**src/rtl/display7_scan.sv**
```systemverilog
// Time-multiplexed common-anode seven-segment driver for DIGITS digits sharing one segment bus.
// Hex/BCD decode, per-digit blanking and decimal points, and optional leading-zero suppression.
module display7_scan #(
    parameter int DIGITS     = 8,
    parameter int SCAN_DIV   = 100000,
    parameter int ACTIVE_LOW = 1
) (
    input  logic                  clk,
    input  logic                  rst,
    input  logic [4*DIGITS-1:0]   iData,
    input  logic [DIGITS-1:0]     iDp,
    input  logic [DIGITS-1:0]     iBlank,
    input  logic                  iMode,
    input  logic                  iLeadZero,
    output logic [6:0]            oSeg,
    output logic                  oDp,
    output logic [DIGITS-1:0]     oAn
);

    localparam int CNT_W = (SCAN_DIV > 1) ? $clog2(SCAN_DIV) : 1;
    localparam int IDX_W = (DIGITS > 1) ? $clog2(DIGITS) : 1;
    localparam logic POL = (ACTIVE_LOW != 0);
    localparam logic [CNT_W-1:0] CNT_LAST = CNT_W'(SCAN_DIV - 1);
    localparam logic [IDX_W-1:0] IDX_LAST = IDX_W'(DIGITS - 1);

    function automatic logic [6:0] hexToSeg(input logic [3:0] nib);
        logic [6:0] seg;
        case (nib)
            4'h0:    seg = 7'h3F;
            4'h1:    seg = 7'h06;
            4'h2:    seg = 7'h5B;
            4'h3:    seg = 7'h4F;
            4'h4:    seg = 7'h66;
            4'h5:    seg = 7'h6D;
            4'h6:    seg = 7'h7D;
            4'h7:    seg = 7'h07;
            4'h8:    seg = 7'h7F;
            4'h9:    seg = 7'h6F;
            4'hA:    seg = 7'h77;
            4'hB:    seg = 7'h7C;
            4'hC:    seg = 7'h39;
            4'hD:    seg = 7'h5E;
            4'hE:    seg = 7'h79;
            default: seg = 7'h71;
        endcase
        return seg;
    endfunction

    logic [CNT_W-1:0]    cnt;
    logic [IDX_W-1:0]    idx;
    logic [IDX_W-1:0]    nextIdx;
    logic                tick;
    logic                frameStart;

    logic [4*DIGITS-1:0] snapData;
    logic [DIGITS-1:0]   snapDp;
    logic [DIGITS-1:0]   snapBlank;
    logic                snapMode;
    logic                snapLeadZero;

    logic [4*DIGITS-1:0] srcData;
    logic [DIGITS-1:0]   srcDp;
    logic [DIGITS-1:0]   srcBlank;
    logic                srcMode;
    logic                srcLeadZero;

    logic [3:0]          nib;
    logic                zeroRun;
    logic                lzHit;
    logic                dark;
    logic [6:0]          segOn;
    logic                dpOn;
    logic [DIGITS-1:0]   anOn;

    // Prescaler and digit index
    assign tick       = (cnt == CNT_LAST);
    assign nextIdx    = (idx == IDX_LAST) ? '0 : idx + IDX_W'(1);
    assign frameStart = tick && (nextIdx == '0);

    always_ff @(posedge clk or posedge rst) begin
        if (rst) begin
            cnt <= '0;
            idx <= IDX_LAST;
        end else begin
            cnt <= tick ? '0 : cnt + CNT_W'(1);
            if (tick) begin
                idx <= nextIdx;
            end
        end
    end

    // Frame snapshot: held for digits 1..DIGITS-1 so a frame never mixes two input values
    always_ff @(posedge clk or posedge rst) begin
        if (rst) begin
            snapData     <= '0;
            snapDp       <= '0;
            snapBlank    <= '0;
            snapMode     <= 1'b0;
            snapLeadZero <= 1'b0;
        end else if (frameStart) begin
            snapData     <= iData;
            snapDp       <= iDp;
            snapBlank    <= iBlank;
            snapMode     <= iMode;
            snapLeadZero <= iLeadZero;
        end
    end

    // Digit 0 decodes from the live inputs being captured on the same edge
    always_comb begin
        if (nextIdx == '0) begin
            srcData     = iData;
            srcDp       = iDp;
            srcBlank    = iBlank;
            srcMode     = iMode;
            srcLeadZero = iLeadZero;
        end else begin
            srcData     = snapData;
            srcDp       = snapDp;
            srcBlank    = snapBlank;
            srcMode     = snapMode;
            srcLeadZero = snapLeadZero;
        end
    end

    // Decode the digit about to be lit
    always_comb begin
        nib     = srcData[4*int'(nextIdx) +: 4];
        zeroRun = 1'b1;
        lzHit   = 1'b0;
        for (int k = DIGITS - 1; k >= 0; k--) begin
            zeroRun = zeroRun & (srcData[4*k +: 4] == 4'h0);
            if (IDX_W'(k) == nextIdx) begin
                lzHit = zeroRun;
            end
        end
        dark  = srcBlank[nextIdx]
              | (srcMode && (nib > 4'd9))
              | (srcLeadZero && (nextIdx != '0) && lzHit);
        segOn = dark ? 7'h00 : hexToSeg(nib);
        dpOn  = srcDp[nextIdx] & ~dark;
        anOn  = DIGITS'(1) << nextIdx;
    end

    // Output register: all pins change together on the tick edge
    always_ff @(posedge clk or posedge rst) begin
        if (rst) begin
            oSeg <= {7{POL}};
            oDp  <= POL;
            oAn  <= {DIGITS{POL}};
        end else if (tick) begin
            oSeg <= segOn ^ {7{POL}};
            oDp  <= dpOn ^ POL;
            oAn  <= anOn ^ {DIGITS{POL}};
        end
    end

endmodule
```
**config.mk**
```make
export PLATFORM = sky130hd
export DESIGN_NAME = display7_scan
export DESIGN_NICKNAME = d
export VERILOG_FILES = /design/src/rtl/display7_scan.sv
export SDC_FILE = /design/constraint.sdc
export NUM_CORES = 1
export LEC_CHECK = 0
export BUFFER_PORTS_ARGS = -buffer_cell sky130_fd_sc_hd__buf_4
export CORE_MARGIN = 3
export CORE_UTILIZATION = 30
export DETAILED_ROUTE_END_ITERATION = 6
export MAX_ROUTING_LAYER = met4
export SLEW_MARGIN = 20
export SYNTH_ARGS = -nofsm -noshare
export SYNTH_HDL_FRONTEND = slang
export SYNTH_SLANG_ARGS = --single-unit
```
**constraint.sdc**
```tcl
create_clock -name clk -period 3.9 [get_ports clk]
set_input_delay 0.195 -clock clk [delete_from_list [all_inputs] [get_ports clk]]
set_output_delay 0.195 -clock clk [all_outputs]
set_load 0.02 [all_outputs]
```
### Word level (Yosys, flattened, before mapping)

Memories as Yosys holds them, arrays and structs flattened.
Index checks and enable logic that the tools add are counted.

* register bits after elaboration: 86
* bits in latches: 0
* RAM bits: 0
* memory bits (read-only): 112
* word-level logic and storage cells: 74
* memories kept: 1

* add/subtract/negate cells: 2
* multipliers: 0
* div/mod/pow operators: 0
* magnitude comparators: 2
* eq/ne operators: 9
* shift operators: 2
* mux-type cells: 20
* bitwise gates (word level): 14
* reduce and logical (&&, ||, !) cells: 14

Memories
* (no name shown): depth 16, width 7, rd ports 1, clocked after memory_dff 0, wr ports 0, line 28 `case (nib)`

Operators by type and width (count)
* $logic_not 4->1: 8
* $mux 32: 1
* $shiftx 32x6->4: 1
* $add 17x1->17 const B: 1
* $eq 17x17->1 const B: 1
* $mux 17: 1
* $mux 8: 2
* $eq 3x3->1 const A: 4
* $mux 1: 12
* $and 1x1->1: 8
* $not 8->8: 1
* $shl 1x3->8 const A: 1
* $mux 7: 1
* $not 7->7: 1
* $bmux 1 s3: 2
* $eq 2x3->1 const A: 2
* $gt 4x4->1 const B: 1
* $logic_and 1x1->1: 4
* $lt 3x4->1 const B: 1
* $add 3x1->3 const B: 1
* $eq 1x3->1 const A: 1
* $eq 3x3->1 const B: 1
* $logic_not 3->1: 1
* $mux 3: 1
* other kinds (3): 5

### Depth between registers and ports, before layout

Gate-level depths: netlist (run 1).

* depth in word-level cells: 18
* mapped depth: 14

### Worst setup path before layout (run 1)

OpenSTA, ideal clock, no wires.

* path type: flip-flop to flip-flop
* start: register idx[0]
* end: register oSeg[0]
* library setup time: 0.080 ns
* arrival: 3.234 ns
* required time: 3.820 ns
* slack: 0.586 ns
* stages on the path, launching flop included: 15
* clock period less this slack: 3.314 ns
* path through: dfstp_2 > ha_1 > ha_1 > nor2b_4 > buf_12 > buf_2 > mux4_2 > mux2i_1 > o21ai_1 > inv_1 > ha_1 > nor2_1 > o21ai_1 > o2111ai_2 > o22a_1

* longest elaborated chain between the ends: 17
* elaborated cells on any way between the ends: 51
* those cells by class: 1 x add/sub; 1 x order compare; 8 x eq/ne; 1 x shift; 16 x mux; 10 x bitwise; 13 x reduce/logical; 1 x memory

Ends and longest elaborated chain
* start: declaration: line 50 `logic [IDX_W-1:0] idx;`
* start signal: assignment: line 87 `idx <= nextIdx;`
* $add 3x1->3 / $eq 3x3->1 (equally long branches): line 77 `assign nextIdx = (idx == IDX_LAST) ? '0 : idx + IDX_W'(1);`
* $mux 3 *: line 77
* via nextIdx[2]: line 51 `logic [IDX_W-1:0] nextIdx;`
* parallel branches: the longest is 13 deep, another holds $gt 4x4->1
* $mux 7 *: line 140 `segOn = dark ? 7'h00 : hexToSeg(nib);`
* $not 7->7 (no line) *
* end signal: assignment: line 148 `oSeg <= {7{POL}};`
* end signal: assignment: line 152 `oSeg <= segOn ^ {7{POL}};`
* end: declaration: line 15 `output logic [6:0] oSeg,`

Mark *: on every way through the listed nets, which the timed path passes. The select of a mux whose other input is x is not followed.
A chain may end at the register's enable or synchronous reset.

### Final worst setup path (run 1)

* start: register idx[0]
* end: register oSeg[5]

* longest elaborated chain between the ends: 17
* elaborated cells on any way between the ends: 51
* those cells by class: 1 x add/sub; 1 x order compare; 8 x eq/ne; 1 x shift; 16 x mux; 10 x bitwise; 13 x reduce/logical; 1 x memory

Ends and longest elaborated chain (line)
* $add 3x1->3 / $eq 3x3->1 (equally long branches): 77
* $mux 3 *: 77
* parallel branches: the longest is 13 deep, another holds $gt 4x4->1
* $mux 7 *: 140
* $not 7->7 (no line) *

Mark *: on every way between the ends. The select of a mux whose other input is x is not followed.

==> summary.txt, run 1 <==
Placed design
  • Count of buffers from port buffering: 67
  • Pre-CTS setup slack: 0.221 ns
  • Routability Congestion: 0.829
  • Dpl cells: 612
  • Placed Area: 5310 um2
  • Final HPWL DP: 8160 um

Status
  • Status: completed

Timing
  • Minimum clock period: 3.50 ns
  • Hold_ws: 0.0000218 ns
  • Final Slew Violations: 0
  • Skew final: 0.00767 ns
  • Final WS setup: 0.402 ns
  • Worst-Margin Slew: 0.862 ns
  • Final Setup Violations: 0
  • Final period utilization: 0.897
  • Hold Violations, Final: 0
  • FMAX: 0.286 GHz
  • Rel. slew slack: 0.425
  • TNS Setup: 0 ns
  • RSZ-0062 raised after global routing: false

Cells and area
  • Filler cells: 1414
  • NumNets Final: 508
  • N_diodes: 0
  • Finished Layout Cells: 632
  • Post-route cell area: 5650 um2
  • Fin util: 0.381
  • Area Overhead vs Synth: 21.9%
  • Ratio of cells with drive above 1 in the final layout: 0.319

CTS
  • TritonCTS Sinks: 86
  • Post-cts gate resize count: 0
  • Worst-Skew Late Latency: 0.35 ns
  • Worst-path clk slew: 0.06 ns
  • Clk buf depth: 2
  • Clk root buf: clkbuf_16
  • CTS tree: yes
  • H-tree depth: 3
  • Total CTS buffers: 9
  • Post-CTS Hold Buffers: 0

Setup path
  • Slowest stage delay, CP: 0.52 ns
  • Startpoint types: register
  • WP data required: 4.18 ns
  • Critical Path End Type: register
  • CP max FO: 11
  • Critical path, cell by cell: ha_1, ha_1, nor2_2, buf_4, mux4_2, mux2i_1, o21ai_1, inv_1, ha_1, nor2_1, o21ai_1, o2111ai_2, o22a_1
  • Setup CP Type: register to register
  • Worst path arrival time: 3.77 ns
  • Cell with the largest stage delay on the worst path: nor2_2
  • Most used cell, CP: ha_1

Yosys
  • Sequential area share after synthesis: 0.470
  • Count leader, synth: dfrtp_1
  • Post-synth top flop: dfrtp_1
  • Post-synth EDFFs: 0
  • Area leader, netlist: dfrtp_1
  • Syn Nets: 437
  • Post-Syn Area: 4630 um2
  • Avg Cell Area, Syn: 12.4 um2
  • Post-synth top area share: 0.362
  • Top cells by area, synth: dfrtp_1 (36%), mux2_1 (12%), dfstp_2 (11%), mux4_2 (10%), ha_1 (3.5%)
  • Yosys warns: 0
  • Async set-reset flop share out of synthesis: 1.00
  • Synth Instances: 372
  • Yosys cell types: 49
  • Yosys reg bits: 86
  • Top cells by count, synth: dfrtp_1 (67), mux2_1 (51), nand2_1 (24)

Detailed routing
  • Pre-antenna DRT Iters: 4
  • Detail Route Antenna Nets: 0
  • Vias: 3225
  • DRC viols: 0
  • Detail-routed via count per cell: 5.10
  • Wire per inst: 17.0 um
  • DRT Wirelength: 10800 um
  • Drt first-iter violations: 173

Power
  • Leakage: 2.59 nW
  • Peak VDD IR: 0.192 mV
  • Overall Power: 1.83 mW
  • Power density over the cells: 325 nW/um2

Global routing
  • Global-route wire length before repair: 17400 um
  • Largest net degree at the start of global routing: 52
  • Vias in the first global route: 3372
  • Total track usage: 0.136
  • Global route total overflow: 0
  • Initial antenna violation count: 0

Die
  • Starting Density: 0.313
  • Chip height: 130 um
  • Die span in x: 130 um
  • Rows: 44
  • CORE AREA: 14800 um2
  • Die Area: 17000 um2
  • IO Pins: 68

Worst hold path
  • Worst hold path class: input port to asynchronous set/reset pin

Job
  • Maxcap violations: 0
-- layout make-up --
cell class | instances | area, um2 | share of cell area
Timing Repair Buffer | 81 | 608 | 0.108
Inverter | 11 | 42.5 | 0.00754
Sequential cell | 86 | 2180 | 0.385
Clock inverter | 3 | 21.3 | 0.00377
Clock buffer | 13 | 283 | 0.0501
Multi-Input combinational cell | 254 | 2280 | 0.405
Tap cell | 184 | 230 | 0.0408
-- routing by layer --
| layer | vias to the layer above | global-route usage | share of wire |
|---|---|---|---|
| li1 | 1525 | - | - |
| met1 | 1607 | 0.183 | 0.48 |
| met2 | 79 | 0.203 | 0.46 |
| met3 | 14 | 0.0315 | 0.044 |
| met4 | 0 | 0.0477 | 0.016 |
| met5 | - | - | 0 |
-- state kept, by name (all words and copies together), names as in the netlist --
name	cells
snapData	32
oDp	1
idx	3
oSeg	7
snapMode	1
oAn	8
snapLeadZero	1
snapBlank	8
snapDp	8
cnt	17
-- worst max-delay path: cells and delay by family, from the launching register on --
family / cells / cell delay, ns
compound gates: 4 / 0.88
fa+ha+maj: 3 / 0.68
simple gates: 2 / 0.60
mux: 2 / 0.47
flops: 1 / 0.39
buf+inv: 2 / 0.39
-- final timing paths --
path / startpoint / end / slack [ns] / cells past startpoint
hold / removal: rst / snapDp[0]$_DFFE_PP0P_ / 0.00002 / 2
setup reg to reg: idx[0]$_DFFE_PP1N_ / oSeg[5]$_DFFE_PP1N_ / 0.40 / 13
max in group asynchronous: rst / oAn[2]$_DFFE_PP1N_ / 2.92 / 3
setup / recovery: idx[0]$_DFFE_PP1N_ / oSeg[5]$_DFFE_PP1N_ / 0.40 / 13
min in group clk: iBlank[6] / snapBlank[6]$_DFFE_PP0P_ / 0.06 / 2
hold reg to reg: snapData[3]$_DFFE_PP0P_ / snapData[3]$_DFFE_PP0P_ / 0.48 / 1
-- timing repair --
| action | CTS | global route |
|---|---|---|
| endpoints found under the hold margin | 0 | 0 |
| endpoints found under the setup margin | 0 | 8 |
| buffers inserted | 0 | 4 |
-- power breakdown --
part | leakage, nW | internal [mW] | switching, mW
Sequential | 1.12 | 0.893 | 0
Combinational | 1.32 | 0.0344 | 0.0348
Clock | 0.151 | 0.513 | 0.357
Total | 2.59 | 1.44 | 0.392
-- cell usage in the layout (no fill, tap or decap), types with 2 or more instances in the layout --
master,instances
buf_4,81
dfrtp_1,67
mux2_1,51
nand2_1,24
nor2_1,22
mux4_2,21
dfstp_2,19
mux2i_1,15
nand3_1,15
ha_1,13
nor4_1,12
clkbuf_16,11
xnor2_1,9
inv_1,8
a31oi_1,8
o22a_1,8
o21ai_1,7
o21ai_0,5
and3_1,4
nand4_1,4
a21oi_1,4
xor2_1,4
or3_1,3
o22ai_1,3
nor3_1,2
inv_4,2
clkbuf_1,2
-- logic make-up (layout without fill, tap and decap cells) --
family	Yosys count	after routing	share of synthesized area
XOR/XNOR	13	13	0.0246
multiplexers	88	88	0.261
AO/OA/AOI/OAI	42	42	0.0614
buffers and inverters	32	108	0.0400
adder cells (fa/ha/maj)	13	13	0.0351
AND/OR/NAND/NOR	98	98	0.108
flip-flops	86	86	0.470
Note: power is estimated with default switching activity, not from simulation.
==> run 2: changes to the inputs <==
CORE_MARGIN = unset   (was 3)
CORE_UTILIZATION = 33   (was 30)
==> summary.txt, run 2 (same netlist as run 1, synthesis figures left out) <==
Status
  • Status: finished, violations left
  • Failing checks: negative hold slack

CTS
  • TritonCTS Sinks: 86 (unchanged)
  • Worst-Skew Late Latency: 0.34 ns (about the same)
  • Post-CTS Hold Buffers: 0 (unchanged)
  • Clk root buf: clkbuf_16
  • CTS tree: yes
  • H-tree depth: 3 (unchanged)
  • Total CTS buffers: 9 (unchanged)
  • Clk buf depth: 2 (unchanged)
  • Post-cts gate resize count: 0 (unchanged)
  • Worst-path clk slew: 0.06 ns (about the same)

Placed design
  • Count of buffers from port buffering: 67 (unchanged)
  • Final HPWL DP: 7770 um (-4.7%)
  • Placed Area: 5290 um2 (-0.33%)
  • Routability Congestion: 0.806 (-2.8%)
  • Dpl cells: 603 (-1.5%)
  • Pre-CTS setup slack: 0.209 ns (-0.0121 ns)

Power
  • Power density over the cells: 334 nW/um2 (+2.8%)
  • Leakage: 2.59 nW (-0.14%)
  • Overall Power: 1.88 mW (+2.8%)
  • Peak VDD IR: 0.203 mV (+6.1%)

Global routing
  • Total track usage: 0.162 (+0.0261)
  • Vias in the first global route: 3399 (+0.80%)
  • Largest net degree at the start of global routing: 47 (-9.6%)
  • Global route total overflow: 0 (unchanged)
  • Initial antenna violation count: 0 (unchanged)
  • Global-route wire length before repair: 17600 um (+1.5%)

Timing
  • Final Setup Violations: 0 (unchanged)
  • FMAX: 0.280 GHz (-2.2%)
  • Final Slew Violations: 0 (unchanged)
  • Hold_ws: -0.0336 ns (-0.0336 ns)
  • RSZ-0062 raised after global routing: false
  • Worst-Margin Slew: 0.764 ns (-0.0981 ns)
  • TNS Setup: 0 ns (unchanged)
  • Final period utilization: 0.917 (+0.0200)
  • Skew final: 0.00607 ns (-0.00160 ns)
  • Hold Violations, Final: 40 (+40)
  • Rel. slew slack: 0.480 (+0.0553)
  • Minimum clock period: 3.58 ns (+0.0779 ns)
  • Final WS setup: 0.324 ns (-0.0779 ns)

Cells and area
  • Biggest regs: snapData (32), cnt (17)
  • Register area: 2180 um2 (unchanged)
  • Finished Layout Cells: 624 (-1.3%)
  • Multi-input combinational cell area: 2280 um2 (unchanged)
  • Post-route cell area: 5650 um2 (about the same)
  • Max reg flops: 32 (unchanged)
  • Area Overhead vs Synth: 22.0% (about the same)
  • N_diodes: 0 (unchanged)
  • Ratio of cells with drive above 1 in the final layout: 0.319 (unchanged)
  • NumNets Final: 508 (unchanged)
  • Filler cells: 1299 (-8.1%)
  • Most frequent cells in the layout: buf_4 (81), dfrtp_1 (67), mux2_1 (51)
  • Largest Register: snapData
  • Leading cell type in the layout, fill and taps excluded: buf_4

Detailed routing
  • Wire per inst: 16.7 um (-2.1%)
  • DRC viols: 0 (unchanged)
  • Detail Route Antenna Nets: 0 (unchanged)
  • Drt first-iter violations: 225 (+30%)
  • DRT Wirelength: 10400 um (-3.3%)
  • Detail-routed via count per cell: 5.21 (+2.2%)
  • Pre-antenna DRT Iters: 4 (unchanged)
  • Vias: 3253 (+0.87%)

Die
  • Starting Density: 0.344 (+0.0315)
  • Die span in x: 120 um (-7.5%)
  • CORE AREA: 13500 um2 (-9.2%)
  • Die Area: 14500 um2 (-14%)
  • IO Pins: 68 (unchanged)
  • Chip height: 120 um (-7.5%)
  • Rows: 42 (-4.5%)

Setup path
  • WP data required: 4.17 ns (about the same)
  • Critical Path End Type: register
  • Worst path arrival time: 3.84 ns (+0.07 ns)
  • Startpoint types: register
  • CP max FO: 11 (unchanged)
  • Setup CP Type: register to register

Job
  • Maxcap violations: 0 (unchanged)

Worst hold path
  • Worst hold path class: input port to asynchronous set/reset pin
[run 2: cell count changes in the layout (fill, tap and decap cells not counted)]
cell and delta:
inv_4 -2, clkinvlp_4 +2, bufinv_16 +2, clkbuf_16 -2
[run 2: worst paths after layout]
check / start / endpoint / slack [ns] / cells after the start
worst max-delay path: idx[0]$_DFFE_PP1N_ / oSeg[0]$_DFFE_PP1N_ / 0.32 / 13
min in group clk: iBlank[5] / snapBlank[5]$_DFFE_PP0P_ / 0.06 / 2
worst min-delay path: rst / snapDp[0]$_DFFE_PP0P_ / -0.03 / 2
max in group asynchronous: rst / oSeg[0]$_DFFE_PP1N_ / 2.92 / 3
worst max register to register: idx[0]$_DFFE_PP1N_ / oSeg[0]$_DFFE_PP1N_ / 0.32 / 13
worst min register to register: cnt[0]$_DFF_PP0_ / cnt[0]$_DFF_PP0_ / 0.48 / 1
[run 2: what timing repair did]
item | CTS | global route
hold endpoints to repair | 0 | 0
endpoints found under the setup margin | 0 | 8
setup buffers | 0 | 5
[run 2: worst max-delay path, cell delays in order (launching register included)]
cell       delay, ns
dfstp_2         0.40
ha_1            0.20
ha_1            0.19
nor2_2          0.55
buf_4           0.24
mux4_2          0.28
mux2i_1         0.20
o21ai_1         0.19
inv_1           0.17
ha_1            0.29
nor2_1          0.08
o21ai_1         0.17
o2111ai_2       0.27
o22a_1          0.26
[run 2: power breakdown]
group	internal, mW	switching (mW)	leakage (nW)	total (mW)
clock network	0.564	0.358	0.146	0.922
registers	0.893	0	1.12	0.893
logic	0.0344	0.0348	1.32	0.0692
total	1.49	0.393	2.59	1.88
[run 2: cell type report]
type | count | share of cell area
inverters | 11 | 0.00753
well taps | 176 | 0.0390
clock inverters | 5 | 0.0148
flip-flops and latches | 86 | 0.385
clock buffers | 11 | 0.0412
multi-input cells | 254 | 0.405
repair buffers | 81 | 0.108
[run 2: per-stage QoR]
stage,hold WS (ns),util
final,-0.0336,0.420
after global routing,0.0348,0.420
after CTS,0.00952,0.417
after detailed placement,0.367,0.393
after global placement,0.372,0.393
after floorplan,0.330,-
[run 2: routing by layer]
layer	up-vias	part of all wire	track usage
li1	1524	-	-
met1	1628	0.47	0.214
met2	87	0.47	0.250
met3	14	0.044	0.0255
met4	0	0.019	0.0679
met5	-	0	-
==> run 3: changes to the inputs <==
CAP_MARGIN = 25   (was unset)
CORE_MARGIN = 1.5   (was unset)
==> summary.txt, run 3 (same netlist as run 1, synthesis figures left out) <==
Detailed routing
  • Detail-routed via count per cell: 5.21 (about the same)
  • DRT Wirelength: 10400 um (-0.47%)
  • Pre-antenna DRT Iters: 4 (unchanged)
  • Detail Route Antenna Nets: 0 (unchanged)
  • Drt first-iter violations: 152 (-32%)
  • Vias: 3272 (+0.58%)
  • DRC viols: 0 (unchanged)
  • Wire per inst: 16.5 um (-1.1%)

Power
  • Seq pwr share: 0.506 (+0.032)
  • Leakage: 2.58 nW (-0.23%)
  • Power density over the cells: 313 nW/um2 (-6.0%)
  • Peak VDD IR: 0.152 mV (-25%)
  • Combinational fraction of design power: 0.039 (+0.002)
  • Clock share of power: 0.454 (-0.035)
  • Pint: 1.38 mW (-7.6%)
  • Overall Power: 1.76 mW (-6.4%)
  • P_sw: 387 uW (-1.6%)
  • Switching Fraction: 0.219 (+0.0106)

Cells and area
  • Filler cells: 1336 (+2.8%)
  • NumNets Final: 508 (unchanged)
  • Area Overhead vs Synth: 21.6%
  • Max reg flops: 32 (unchanged)
  • Biggest regs: snapData (32), cnt (17)
  • Leading cell type in the layout, fill and taps excluded: buf_4
  • Largest Register: snapData
  • Most frequent cells in the layout: buf_4 (80), dfrtp_1 (67), mux2_1 (51)
  • Ratio of cells with drive above 1 in the final layout: 0.321 (+0.00223)
  • Multi-input combinational cell area: 2280 um2 (unchanged)
  • Post-route cell area: 5630 um2 (-0.35%)
  • Register area: 2180 um2 (unchanged)
  • N_diodes: 0 (unchanged)

Timing
  • Final Setup Violations: 0 (unchanged)
  • Final Slew Violations: 0 (unchanged)
  • Hold Violations, Final: 35 (-13%)
  • Rel. slew slack: 0.474 (-0.00607)
  • Hold_ws: -0.0318 ns (+0.00180 ns)
  • TNS Setup: 0 ns (unchanged)
  • Final period utilization: 0.903 (-0.0138)
  • FMAX: 0.284 GHz (+1.5%)
  • Skew final: 0.0135 ns (+0.00742 ns)
  • Minimum clock period: 3.52 ns (-0.0539 ns)
  • RSZ-0062 raised after global routing: false
  • Worst-Margin Slew: 0.773 ns (+0.00893 ns)

CTS
  • CTS tree: yes
  • Post-cts gate resize count: 0 (unchanged)
  • Worst-path clk slew: 0.07 ns (about the same)
  • TritonCTS Sinks: 86 (unchanged)
  • Total CTS buffers: 9 (unchanged)
  • H-tree depth: 3 (unchanged)
  • Clk root buf: clkbuf_16
  • Worst-Skew Late Latency: 0.34 ns (about the same)
  • Clk buf depth: 2 (unchanged)

Die
  • Rows: 43 (+2.4%)
  • CORE AREA: 13800 um2 (+2.4%)
  • Die span in x: 121 um (+0.83%)
  • Die Area: 14700 um2 (+1.7%)
  • Starting Density: 0.336 (-0.00800)
  • Chip height: 121 um (+0.83%)
  • IO Pins: 68 (unchanged)

Setup path
  • CP max FO: 8 (-3)
  • Startpoint types: register
  • Reg2Reg Depth: 13 (unchanged)
  • RR Endpoint: oSeg[3]$_DFFE_PP1N_
  • Reg2Reg Setup Slack: 0.38 ns (+0.05 ns)
  • Worst path arrival time: 3.79 ns (-0.05 ns)
  • Critical Path End Type: register
  • Setup CP Type: register to register
  • WP data required: 4.17 ns (about the same)
  • Worst r2r src: idx[0]$_DFFE_PP1N_

Job
  • Maxcap violations: 0 (unchanged)

Worst hold path
  • Worst hold path class: input port to asynchronous set/reset pin

Placed design
  • Placed Area: 5310 um2 (+0.33%)
  • Final HPWL DP: 7720 um (-0.68%)
  • Count of buffers from port buffering: 67 (unchanged)
  • Routability Congestion: 0.861 (+6.8%)

Global routing
  • Largest net degree at the start of global routing: 58 (+23%)
  • Global route total overflow: 0 (unchanged)
  • Initial antenna violation count: 0 (unchanged)
  • Total track usage: 0.154 (-0.00822)
  • Vias in the first global route: 3284 (-3.4%)
  • Global-route wire length before repair: 17100 um (-3.0%)

Status
  • Failing checks: negative hold slack
  • Status: finished, violations left
run 3: critical path, cell delays in order (launching register included):
cell and delay [ns]:
dfstp_2 0.58, ha_1 0.16, ha_1 0.26, nor2b_4 0.21
buf_4 0.16, mux4_2 0.49, mux2i_1 0.20, o21ai_1 0.17
inv_1 0.18, ha_1 0.22, nor2_1 0.06, o21ai_1 0.19
o2111ai_2 0.30, o22a_1 0.27
run 3: worst max-delay path by stage:
| stage | startpoint | cells after the start | slack, ns | endpoint |
|---|---|---|---|---|
| after detailed placement | idx[0]$_DFFE_PP1N_ | 12 | 0.29 | oSeg[3]$_DFFE_PP1N_ |
| final | idx[0]$_DFFE_PP1N_ | 13 | 0.38 | oSeg[3]$_DFFE_PP1N_ |
| after CTS | idx[0]$_DFFE_PP1N_ | 12 | 0.28 | oSeg[3]$_DFFE_PP1N_ |
| after floorplan | idx[0]$_DFFE_PP1N_ | 14 | 0.59 | oSeg[0]$_DFFE_PP1N_ |
| after global placement | idx[0]$_DFFE_PP1N_ | 12 | 0.50 | oSeg[6]$_DFFE_PP1N_ |
| after global routing | idx[0]$_DFFE_PP1N_ | 13 | 0.01 | oSeg[1]$_DFFE_PP1N_ |
run 3: final cells by class:
class,instances,share of cell area
Timing Repair Buffer,81,0.110
Inverter,11,0.00778
Tap cell,180,0.0400
Clock inverter,5,0.00622
Multi-Input combinational cell,254,0.406
Clock buffer,11,0.0431
Sequential cell,86,0.387
run 3: per-layer routing:
layer  part of all wire  track usage  vias up
met2               0.46        0.227       71
li1                   -            -     1526
met1               0.49        0.214     1662
met4              0.017       0.0618        0
met3              0.037       0.0235       13
met5                  0            -        -
run 3: power groups by stage:
stage	combinational (mW)	clock [mW]	sequential, mW
2_1_floorplan	0.0146	0	0.909
3_3_place_gp	0.0703	0	0.909
3_5_place_dp	0.0715	0	0.909
4_1_cts	0.0717	0.828	0.893
5_1_grt	0.0773	0.869	0.892
6_report	0.0696	0.802	0.893
run 3: per-stage QoR:
stage / instances / setup WS [ns] / utilization
6_report: 628 / 0.378 / 0.409
3_5_place_dp: 607 / 0.293 / 0.385
4_1_cts: 623 / 0.284 / 0.406
3_3_place_gp: 607 / 0.499 / 0.385
2_1_floorplan: 372 / 0.586 / -
5_1_grt: 628 / 0.0149 / 0.409
run 3: repair_timing:
item / CTS / global route
hold buffers: 0 / 0
buffers inserted: 0 / 5
setup endpoints to repair: 0 / 8
hold endpoints to repair: 0 / 0
